[src/rtl/gpu_pkg.sv]
// Shared constants and the write-back entry type for the register write port.
// Imported by the LSU interface, the response FIFO and reg_writeback.
package gpu_pkg;

  localparam int DATA_W   = 8;
  localparam int ADDR_W   = 4;
  localparam int NUM_GPR  = 13;
  localparam int NUM_REGS = 1 << ADDR_W;

  // First read-only register; everything at or above it is read-only.
  localparam logic [ADDR_W-1:0] REG_BLOCK_ID  = ADDR_W'(NUM_GPR);
  localparam logic [ADDR_W-1:0] REG_TPB       = 4'd14;
  localparam logic [ADDR_W-1:0] REG_THREAD_ID = 4'd15;

  typedef struct packed {
    logic [ADDR_W-1:0] rd;
    logic [DATA_W-1:0] data;
  } wb_entry_t;

  function automatic logic is_gpr(
    input logic [ADDR_W-1:0] a
  );
    return a < REG_BLOCK_ID;
  endfunction

endpackage

[src/rtl/reg_writeback_if.sv]
// LSU response channel: valid/ready handshake carrying {rd, data}.
// master = LSU (drives valid/rd/data), slave = reg_writeback (drives ready).
interface reg_writeback_if;
  import gpu_pkg::*;

  logic              valid;
  logic              ready;
  logic [ADDR_W-1:0] rd;
  logic [DATA_W-1:0] data;

  modport master (
    output valid, rd, data,
    input  ready
  );

  modport slave (
    input  valid, rd, data,
    output ready
  );

endinterface

[src/rtl/wb_fifo.sv]
// Synchronous FIFO of wb_entry_t buffering LSU responses.
// Ports: clk, reset, push/din, pop/dout, full, empty, count.
module wb_fifo
  import gpu_pkg::*;
#(
  parameter int DEPTH = 2,
  localparam int PW   = $clog2(DEPTH),
  localparam int CW   = PW + 1
) (
  input  logic          clk,
  input  logic          reset,
  input  logic          push,
  input  wb_entry_t     din,
  input  logic          pop,
  output wb_entry_t     dout,
  output logic          full,
  output logic          empty,
  output logic [CW-1:0] count
);

  wb_entry_t         mem [DEPTH];
  logic [PW-1:0]     wr_ptr;
  logic [PW-1:0]     rd_ptr;
  logic              push_ok;
  logic              pop_ok;

  assign full    = (count == CW'(DEPTH));
  assign empty   = (count == '0);
  assign push_ok = push && !full;
  assign pop_ok  = pop && !empty;
  assign dout    = mem[rd_ptr];

  always_ff @(posedge clk) begin
    if (push_ok) begin
      mem[wr_ptr] <= din;
    end
  end

  // Pointers wrap naturally since DEPTH is a power of two.
  always_ff @(posedge clk) begin
    if (reset) begin
      wr_ptr <= '0;
      rd_ptr <= '0;
      count  <= '0;
    end else begin
      if (push_ok) begin
        wr_ptr <= wr_ptr + 1'b1;
      end
      if (pop_ok) begin
        rd_ptr <= rd_ptr + 1'b1;
      end
      case ({push_ok, pop_ok})
        2'b10:   count <= count + 1'b1;
        2'b01:   count <= count - 1'b1;
        default: count <= count;
      endcase
    end
  end

endmodule

[src/rtl/reg_writeback.sv]
// Serialises ALU and LSU results onto the register file write port and
// tracks outstanding loads. Ports: clk/reset, ALU result, ld_issue/ld_rd,
// LSU channel (lsu), registered write port, query_addr1-3, busy/ro_err/idle.
module reg_writeback
  import gpu_pkg::*;
#(
  parameter int FIFO_DEPTH = 2,
  localparam int CW        = $clog2(FIFO_DEPTH) + 1
) (
  input  logic              clk,
  input  logic              reset,
  input  logic              alu_valid,
  input  logic [ADDR_W-1:0] alu_rd,
  input  logic [DATA_W-1:0] alu_data,
  input  logic              ld_issue,
  input  logic [ADDR_W-1:0] ld_rd,
  reg_writeback_if.slave    lsu,
  output logic              write_enable,
  output logic [ADDR_W-1:0] write_addr,
  output logic [DATA_W-1:0] write_data,
  input  logic [ADDR_W-1:0] query_addr1,
  input  logic [ADDR_W-1:0] query_addr2,
  input  logic [ADDR_W-1:0] query_addr3,
  output logic              busy,
  output logic              ro_err,
  output logic              idle
);

  wb_entry_t            head;
  wb_entry_t            lsu_e;
  wb_entry_t            sel;
  logic                 sel_valid;
  logic                 sel_ok;
  logic                 push;
  logic                 pop;
  logic                 fifo_full;
  logic                 fifo_empty;
  logic [CW-1:0]        fifo_count;
  logic [NUM_GPR-1:0]   sb;
  logic [NUM_GPR-1:0]   set_m;
  logic [NUM_GPR-1:0]   clr_m;
  logic [NUM_REGS-1:0]  sb_ext;

  // Ready depends on the current count only: a full FIFO never
  // accepts, even in a cycle where it pops.
  assign lsu.ready = !fifo_full;
  assign push      = lsu.valid && lsu.ready;
  assign lsu_e     = '{rd: lsu.rd, data: lsu.data};

  wb_fifo #(
    .DEPTH (FIFO_DEPTH)
  ) u_fifo (
    .clk   (clk),
    .reset (reset),
    .push  (push),
    .din   (lsu_e),
    .pop   (pop),
    .dout  (head),
    .full  (fifo_full),
    .empty (fifo_empty),
    .count (fifo_count)
  );

  // ALU has strict priority; the FIFO head only moves when ALU is idle.
  always_comb begin
    sel       = '{rd: alu_rd, data: alu_data};
    sel_valid = 1'b0;
    pop       = 1'b0;
    priority case (1'b1)
      alu_valid: begin
        sel_valid = 1'b1;
      end
      !fifo_empty: begin
        sel       = head;
        sel_valid = 1'b1;
        pop       = 1'b1;
      end
      default: ;
    endcase
  end

  assign sel_ok = is_gpr(sel.rd);

  always_comb begin
    set_m = '0;
    clr_m = '0;
    if (ld_issue && is_gpr(ld_rd)) begin
      set_m = NUM_GPR'(1) << ld_rd;
    end
    if (pop && is_gpr(head.rd)) begin
      clr_m = NUM_GPR'(1) << head.rd;
    end
  end

  always_ff @(posedge clk) begin
    if (reset) begin
      sb           <= '0;
      write_enable <= 1'b0;
      write_addr   <= '0;
      write_data   <= '0;
      ro_err       <= 1'b0;
    end else begin
      // Set after clear: a newer load to the same register stays pending.
      sb           <= (sb & ~clr_m) | set_m;
      write_enable <= sel_valid && sel_ok;
      ro_err       <= sel_valid && !sel_ok;
      if (sel_valid && sel_ok) begin
        write_addr <= sel.rd;
        write_data <= sel.data;
      end
    end
  end

  // Zero-extended so read-only addresses index a constant 0.
  assign sb_ext = NUM_REGS'(sb);
  assign busy   = sb_ext[query_addr1]
               | sb_ext[query_addr2]
               | sb_ext[query_addr3];

  assign idle = (sb == '0)
             && (fifo_count == '0)
             && fifo_empty
             && !write_enable;

endmodule
[src/flat_wrapper.sv]
// flat-port wrapper written by rule: the top's interface ports become plain ports
module reg_writeback_flat import gpu_pkg::*;
#(
  parameter int FIFO_DEPTH = 2,
  localparam int CW        = $clog2(FIFO_DEPTH) + 1
)
  (clk, reset, alu_valid, alu_rd, alu_data, ld_issue, ld_rd, write_enable, write_addr, write_data, query_addr1, query_addr2, query_addr3, busy, ro_err, idle, lsu_valid, lsu_rd, lsu_data, lsu_ready);
  reg_writeback_if lsu_i ();
  input  logic clk;
  input  logic reset;
  input  logic alu_valid;
  input  logic [ADDR_W-1:0] alu_rd;
  input  logic [DATA_W-1:0] alu_data;
  input  logic ld_issue;
  input  logic [ADDR_W-1:0] ld_rd;
  output logic write_enable;
  output logic [ADDR_W-1:0] write_addr;
  output logic [DATA_W-1:0] write_data;
  input  logic [ADDR_W-1:0] query_addr1;
  input  logic [ADDR_W-1:0] query_addr2;
  input  logic [ADDR_W-1:0] query_addr3;
  output logic busy;
  output logic ro_err;
  output logic idle;
  input wire logic [$bits(lsu_i.valid)-1:0] lsu_valid;
  input wire logic [$bits(lsu_i.rd)-1:0] lsu_rd;
  input wire logic [$bits(lsu_i.data)-1:0] lsu_data;
  output wire logic [$bits(lsu_i.ready)-1:0] lsu_ready;
  assign lsu_i.valid = lsu_valid;
  assign lsu_i.rd = lsu_rd;
  assign lsu_i.data = lsu_data;
  assign lsu_ready = lsu_i.ready;
  reg_writeback #(.FIFO_DEPTH(FIFO_DEPTH)) u_core (.clk(clk), .reset(reset), .alu_valid(alu_valid), .alu_rd(alu_rd), .alu_data(alu_data), .ld_issue(ld_issue), .ld_rd(ld_rd), .lsu(lsu_i), .write_enable(write_enable), .write_addr(write_addr), .write_data(write_data), .query_addr1(query_addr1), .query_addr2(query_addr2), .query_addr3(query_addr3), .busy(busy), .ro_err(ro_err), .idle(idle));
endmodule
[config.mk]
export PLATFORM = sky130hd
export DESIGN_NAME = reg_writeback_flat
export DESIGN_NICKNAME = d
export VERILOG_FILES = /design/src/rtl/gpu_pkg.sv /design/src/rtl/reg_writeback_if.sv /design/src/rtl/wb_fifo.sv /design/src/rtl/reg_writeback.sv /design/src/flat_wrapper.sv
export SDC_FILE = /design/constraint.sdc
export NUM_CORES = 1
export LEC_CHECK = 0
export ABC_AREA = 1
export CAP_MARGIN = 30
export CELL_PAD_IN_SITES_DETAIL_PLACEMENT = 1
export CELL_PAD_IN_SITES_GLOBAL_PLACEMENT = 1
export CORE_UTILIZATION = 37
export DETAILED_ROUTE_END_ITERATION = 8
export GPL_ROUTABILITY_DRIVEN = 0
export PLACE_DENSITY_LB_ADDON = 0.05
export SLEW_MARGIN = 20
export SYNTH_ARGS = -nofsm -noshare
export SYNTH_HDL_FRONTEND = slang
export SYNTH_HIERARCHICAL = 1
export SYNTH_SLANG_ARGS = --single-unit
[constraint.sdc]
create_clock -name clk -period 2.3 [get_ports clk]
set_clock_uncertainty 0.05 [all_clocks]
set_input_delay 0.23 -clock clk [delete_from_list [all_inputs] [get_ports clk]]
set_output_delay 0.23 -clock clk [all_outputs]
set_load 0.02 [all_outputs]
==> qor.yml, run 1 <==
sta:
  final-setup-viol-count: 0
  post-route-period-util_pct: 88.7
  post-route-min-period_ps: 2040
  hold_violations: 0
  pins_over_slew_limit: 0
  rsz0062_at_grt: "false"
  tightest_slew_ps: 674
  highest_achievable_clock_rate_ghz: 0.490
  worst_slew_margin_rel_pct: 55.0
  totalNegativeSetupSlack_ps: 0
synth:
  mappedNetlistArea_sq_um: 3020
  synth.area.top_cells: "sky130_fd_sc_hd__edfxtp_1 (24%), sky130_fd_sc_hd__dfxtp_1 (21%), sky130_fd_sc_hd__nand2_1 (12%)"
  synth-edff-count: 24
  synth_area_per_cell_sq_um: 7.74
  synthCells: 390
  postSynth.asyncResetShare_pct: 0
  yosys_most_used_dff: "sky130_fd_sc_hd__dfxtp_1"
  ys_ff_latch: 56
  yosysTopAreaCell: "sky130_fd_sc_hd__edfxtp_1"
  number_of_nets_in_the_synthesized_netlist: 436
  ys_seq_area_share_pct: 45.1
  yosysTopAreaCellShare_pct: 23.9
  synth-warning-count: 6
  synthDistinctLibCells: 33
critical_path:
  max_stage_delay_ps: 450
  critical_path_peak_fanout: 22
  path_delay_family: "simple AND/OR/NAND/NOR gates"
  critPathLaunchType: "flip-flop"
  crit_chain: "mux2_2, inv_1, nand2_1, o21ai_0, nand2_1, nand2_2, nand3_1, nand2_1, nor2_1"
  reg2reg_capture_point: "u_core/write_addr[1]"
  slowest_library_cell_on_the_worst_path: "sky130_fd_sc_hd__dfxtp_1"
  reg2reg_setup_slack_ps: 260
  cp_common_cell: "sky130_fd_sc_hd__nand2_1"
  arrival_ps: 2200
  cp.required_ps: 2460
  timing.reg2reg.worst_path_depth: 9
  type_of_the_setup_path_with_the_least_slack: "reg2reg"
  setup.worst_path.end_class: "flip-flop"
  critical_path_buf_inv_count: 1
clock_tree:
  cts.reportedPaths.clkPinSlew_ps: 110
  htree_num_levels: 2
  tritoncts: "built"
  post_cts_hold_buffer_count: 0
  cts_root_buf: "sky130_fd_sc_hd__clkbuf_8"
  clk_path_buf_depth: 2
  clock-sinks: 56
  clk_latency_worst_skew_pair_ps: 320
  numCtsBuffers: 5
cells_and_area:
  num_antenna_cells: 0
  share_of_layout_cells_above_drive_strength_1_pct: 10.5
  design.final.nets: 503
  fin_util_pct: 49.5
  syn_to_final_growth_pct: 28.0
  fillCellCount: 978
pwr:
  cellLeakagePower_uw: 0.00165
  vdd_drop_max_mv: 0.328
  design_power_total_uw: 2840
  power-per-cell-area_nw_per_um2: 736
run_status:
  outcome: "finished, final reports clean"
route:
  detailedRoute.firstIterationViolations: 92
  drc: 0
  routed_via_density: 5.03
  routed-via-count: 2819
  detailedRoute.firstPassIterationCount: 4
  totalWireLength_mm: 8.13
  wl_per_cell_um: 14.5
  route.antenna.remaining_nets: 0
grt:
  grt_overflow_total: 0
  grt_resource_usage_total_pct: 20.6
  grt_pass1_wl_mm: 13.8
  grt_antenna_before_repair: 0
  first_global_vias: 3056
  grt_start_max_net_pins: 23
floorplan:
  num_rows: 32
  dieHeight_um: 92.3
  initial_utilization_pct: 38.7
  top_level_ports: 62
  die_w_um: 92.3
  die_area_sq_um: 8520
  core_area_sq_um: 7810
job:
  maxCapViolCount: 0
worst_hold_path:
  hold-path-cell-count: 2
  min-delay-path-class: "reg2reg"
  timing.hold.worst.start: "u_core/write_addr[3]"
  whs_endpoint: "u_core/write_addr[3]"
place:
  dp.final_hpwl_mm: 6.43
  io_buffers: 61
## synthesized netlist by cell type (2+ instances only)
cell and instances:
sky130_fd_sc_hd__or2_2 2, sky130_fd_sc_hd__nand4_1 11, sky130_fd_sc_hd__mux2_2 12, sky130_fd_sc_hd__nor3_1 3, sky130_fd_sc_hd__nor2_1 31, sky130_fd_sc_hd__dfxtp_1 32
sky130_fd_sc_hd__a21oi_1 26, sky130_fd_sc_hd__o21ai_0 15, sky130_fd_sc_hd__nor2_4 4, sky130_fd_sc_hd__a21boi_0 8, sky130_fd_sc_hd__nand3_1 40, sky130_fd_sc_hd__inv_2 2
sky130_fd_sc_hd__clkbuf_1 2, sky130_fd_sc_hd__buf_6 3, sky130_fd_sc_hd__buf_2 5, sky130_fd_sc_hd__nand2_2 3, sky130_fd_sc_hd__nand2_1 100, sky130_fd_sc_hd__o211ai_1 3
sky130_fd_sc_hd__a21oi_2 2, sky130_fd_sc_hd__edfxtp_1 24, sky130_fd_sc_hd__inv_1 50
## sequential cells by signal, summed over array words and instances, names as in the netlist, named ones only
register,cells
u_core/u_fifo/count,2
u_core/u_fifo/wr_ptr,1
u_core/write_data,8
u_core/write_enable,1
u_core/u_fifo/mem,24
u_core/ro_err,1
u_core/u_fifo/rd_ptr,1
u_core/sb,13
u_core/write_addr,4
## per-stage QoR
stage	worst slack [ps]	std cells	hold slack (ps)	area, sq um
floorplan	502	390	279	3020
global placement	124	552	408	3760
detailed placement	83.8	552	414	3760
CTS	86.3	560	424	3860
global route	46.6	560	425	3860
finish	259	560	422	3860
## worst max path at each step
stage               cells after the start  slack (ps)                       to
floorplan                               6         500  u_core/u_fifo/mem[0][0]
global placement                       10         120                     busy
detailed placement                      9          80     u_core/write_data[3]
CTS                                     9          90                     busy
global route                            9          50     u_core/write_addr[1]
finish                                  9         260     u_core/write_addr[1]
## cell usage in the layout (no fill, tap or decap), types with 2 or more instances in the layout
cell                              synthesis  routed
sky130_fd_sc_hd__clkdlybuf4s50_1          0      59
sky130_fd_sc_hd__o21ai_0                 15      15
sky130_fd_sc_hd__a21boi_0                 8       8
sky130_fd_sc_hd__buf_4                    1      11
sky130_fd_sc_hd__inv_2                    2       2
sky130_fd_sc_hd__nor2_4                   4       5
sky130_fd_sc_hd__or2_2                    2       2
sky130_fd_sc_hd__nand3_1                 40      40
sky130_fd_sc_hd__nand2_2                  3       3
sky130_fd_sc_hd__mux2_2                  12      12
sky130_fd_sc_hd__dfxtp_1                 32      32
sky130_fd_sc_hd__nor3_1                   3       3
sky130_fd_sc_hd__clkbuf_8                 0       5
sky130_fd_sc_hd__o211ai_1                 3       3
sky130_fd_sc_hd__nor2_1                  31      31
sky130_fd_sc_hd__nand4_1                 11      11
sky130_fd_sc_hd__inv_1                   50      50
sky130_fd_sc_hd__nand2_1                100     100
sky130_fd_sc_hd__a21oi_2                  2       2
sky130_fd_sc_hd__a21oi_1                 26      26
sky130_fd_sc_hd__edfxtp_1                24      24
## cell type report
cell class,instances,area [sq um],area share (%)
multi-input combinational,269,1390,35.8
sequential,56,1360,35.2
timing repair buffer,72,694,18.0
inverter,53,199,5.15
tap,102,128,3.30
clock buffer,5,68.8,1.78
clock inverter,3,28.8,0.745
## logic make-up (layout without fill, tap and decap cells)
| family | Yosys count | count (layout) | share of synthesized area, % |
|---|---|---|---|
| multiplexers | 12 | 12 | 4.48 |
| buffers and inverters | 65 | 133 | 9.20 |
| AND/OR/NAND/NOR | 198 | 198 | 29.3 |
| adder cells (fa/ha/maj) | 1 | 1 | 0.414 |
| AO/OA/AOI/OAI | 58 | 58 | 11.5 |
| flip-flops | 56 | 56 | 45.1 |
## timing repair
action                     in CTS  in global routing
pin swaps                       0                  0
setup endpoints to repair       1                  1
setup buffers                   0                  0
resized for setup               2                  1
## report_power, final
| group | internal (uW) | switching (uW) | total (uW) | leakage (uW) |
|---|---|---|---|---|
| clock | 229 | 355 | 583 | 0.0000506 |
| combinational | 426 | 588 | 1010 | 0.00111 |
| sequential | 1180 | 69.6 | 1250 | 0.000486 |
## routing by layer
metal	share of wire, %	wire, um	vias up	global-route usage (%)
li1	-	-	1417	-
met2	50	4060	59	38.5
met5	0	0	-	0
met4	2.0	159	0	7.03
met3	4.4	356	11	4.35
met1	44	3560	1332	22.8
## worst min-delay path, delay by kind of cell, from the launching register on
family	cells	cell delay, ps
flip-flops	1	330
buffers and inverters	1	60
AO/OA/AOI/OAI	1	50
Power figures use the tool's default switching activity.
==> inputs of run 2 (changes only) <==
Settings changed: PLACE_DENSITY from default to 0.82, PLACE_DENSITY_LB_ADDON 0.05 to default.
==> run 2 against run 1 <==
  * Via count is 1.6% lower
  * Sequential power hardly changed
  * Worst hold slack worse by 6.7 ps
  * Routed wire length is 0.22% lower
  * Sequential cell count stayed put
  * Non-clock buffer count is 2 lower
  * Fmax is 0.94% lower
  * Power is 0.66% lower
  * Critical endpoint is now idle
==> qor.yml, run 2 (synthesis gave the netlist of run 1 again) <==
route:
  route.antenna.remaining_nets: 0
  totalWireLength_mm: 8.11
  detailedRoute.firstPassIterationCount: 4
  routed-via-count: 2775
  routed_via_density: 4.97
  detailedRoute.firstIterationViolations: 130
  drc: 0
  wl_per_cell_um: 14.5
cells_and_area:
  largest_reg_flops: 24
  syn_to_final_growth_pct: 27.6
  final_cell_mix: "sky130_fd_sc_hd__nand2_1 (100), sky130_fd_sc_hd__clkdlybuf4s50_1 (59), sky130_fd_sc_hd__inv_1 (51)"
  fillCellCount: 980
  fin_util_pct: 49.4
  regMostFlops: "u_core/u_fifo/mem"
  final_common_cell: "sky130_fd_sc_hd__nand2_1"
  ff_latch_area_sq_um: 1360
  layout_top_registers: "u_core/u_fifo/mem (24), u_core/sb (13), u_core/write_data (8)"
  num_antenna_cells: 0
  multi_input_comb_area_sq_um: 1380
  share_of_layout_cells_above_drive_strength_1_pct: 9.87
  design.final.nets: 501
critical_path:
  timing.reg2reg.worst_path_depth: 10
  max_stage_delay_ps: 400
  arrival_ps: 1780
  reg2reg_capture_point: "u_core/write_addr[1]"
  reg2reg_setup_slack_ps: 350
  critPathLaunchType: "flip-flop"
  setup.worst_path.end_class: "output pin"
  cp.required_ps: 2020
  slowest_library_cell_on_the_worst_path: "sky130_fd_sc_hd__dfxtp_1"
  r2r_start: "u_core/u_fifo/count[0]"
  type_of_the_setup_path_with_the_least_slack: "reg2out"
  critical_path_peak_fanout: 6
  crit_chain: "nor2_2, nand4_1, nor4_1, dlygate4sd2_1"
clock_tree:
  htree_num_levels: 2
  numCtsBuffers: 5
  cts_root_buf: "sky130_fd_sc_hd__clkbuf_8"
  post_cts_hold_buffer_count: 0
  clock-sinks: 56
  tritoncts: "built"
  clk_latency_worst_skew_pair_ps: 310
  clk_path_buf_depth: 2
  cts.reportedPaths.clkPinSlew_ps: 90
sta:
  highest_achievable_clock_rate_ghz: 0.485
  rsz0062_at_grt: "false"
  post-route-period-util_pct: 89.6
  totalNegativeSetupSlack_ps: 0
  tightest_slew_ps: 669
  holdWs_ps: 416
  worst_slew_margin_rel_pct: 55.3
  hold_violations: 0
  pins_over_slew_limit: 0
  final-setup-viol-count: 0
  post-route-min-period_ps: 2060
floorplan:
  top_level_ports: 62
  dieHeight_um: 92.3
  die_w_um: 92.3
  initial_utilization_pct: 38.7
  core_area_sq_um: 7810
  num_rows: 32
  die_area_sq_um: 8520
grt:
  grt_resource_usage_total_pct: 20.3
  first_global_vias: 2880
  grt_antenna_before_repair: 0
  grt_start_max_net_pins: 23
  grt_overflow_total: 0
  grt_pass1_wl_mm: 13.5
worst_hold_path:
  whs_endpoint: "u_core/sb[7]"
  min-delay-path-class: "reg2reg"
  hold-path-cell-count: 2
  timing.hold.worst.start: "u_core/sb[7]"
place:
  dp.final_hpwl_mm: 6.42
  io_buffers: 61
pwr:
  power-per-cell-area_nw_per_um2: 733
  cellLeakagePower_uw: 0.00164
  design_power_total_uw: 2830
  vdd_drop_max_mv: 0.337
run_status:
  outcome: "finished, final reports clean"
job:
  maxCapViolCount: 0
[run 2: how the worst max path moves through the flow]
| stage | start | end | slack (ps) | cells after the start |
|---|---|---|---|---|
| after floorplan | u_core/u_fifo/count[0] | u_core/u_fifo/mem[0][0] | 500 | 6 |
| after global placement | query_addr1[1] | busy | 110 | 10 |
| after detailed placement | query_addr1[1] | busy | 30 | 10 |
| after CTS | query_addr1[1] | busy | 20 | 10 |
| after global routing | u_core/u_fifo/count[0] | u_core/write_data[7] | 130 | 7 |
| final | u_core/u_fifo/count[0] | idle | 240 | 4 |
[run 2: stage by stage]
stage	cell area [sq um]	instances	setup WS [ps]
after CTS	3850	558	23.5
after global placement	3760	550	111
after floorplan	3020	390	502
final	3850	558	240
after global routing	3850	558	133
after detailed placement	3760	550	31.1
[run 2: critical path: cells and delay by family, from the launching register on]
kind / cells / cell delay, ps
AND/OR/NAND/NOR: 3 / 690
buffers and inverters: 1 / 380
flip-flops: 1 / 400
[run 2: layer usage]
metal	GRT usage, %	wire length [um]	vias up
li1	-	-	1410
met1	25.2	3710	1299
met2	35.4	3970	57
met3	3.86	320	9
met4	6.12	114	0
met5	0	0	-
[run 2: power by group]
| part | internal (uW) | switching [uW] | leakage (uW) |
|---|---|---|---|
| sequential | 1180 | 70.3 | 0.000486 |
| combinational | 433 | 591 | 0.00111 |
| clock | 241 | 313 | 0.0000486 |
| total | 1850 | 974 | 0.00164 |
[run 2: area by class of cell]
cell class,instances,area share [%]
tap,102,3.31
inverter,53,5.16
clock buffer,6,2.14
sequential,56,35.3
timing repair buffer,70,18.0
clock inverter,2,0.292
multi-input combinational,269,35.8
[run 2: timing repair]
item,CTS,global route
gates resized for setup,1,1
setup buffers,0,0
endpoints found under the setup margin,1,1
cloned,0,0
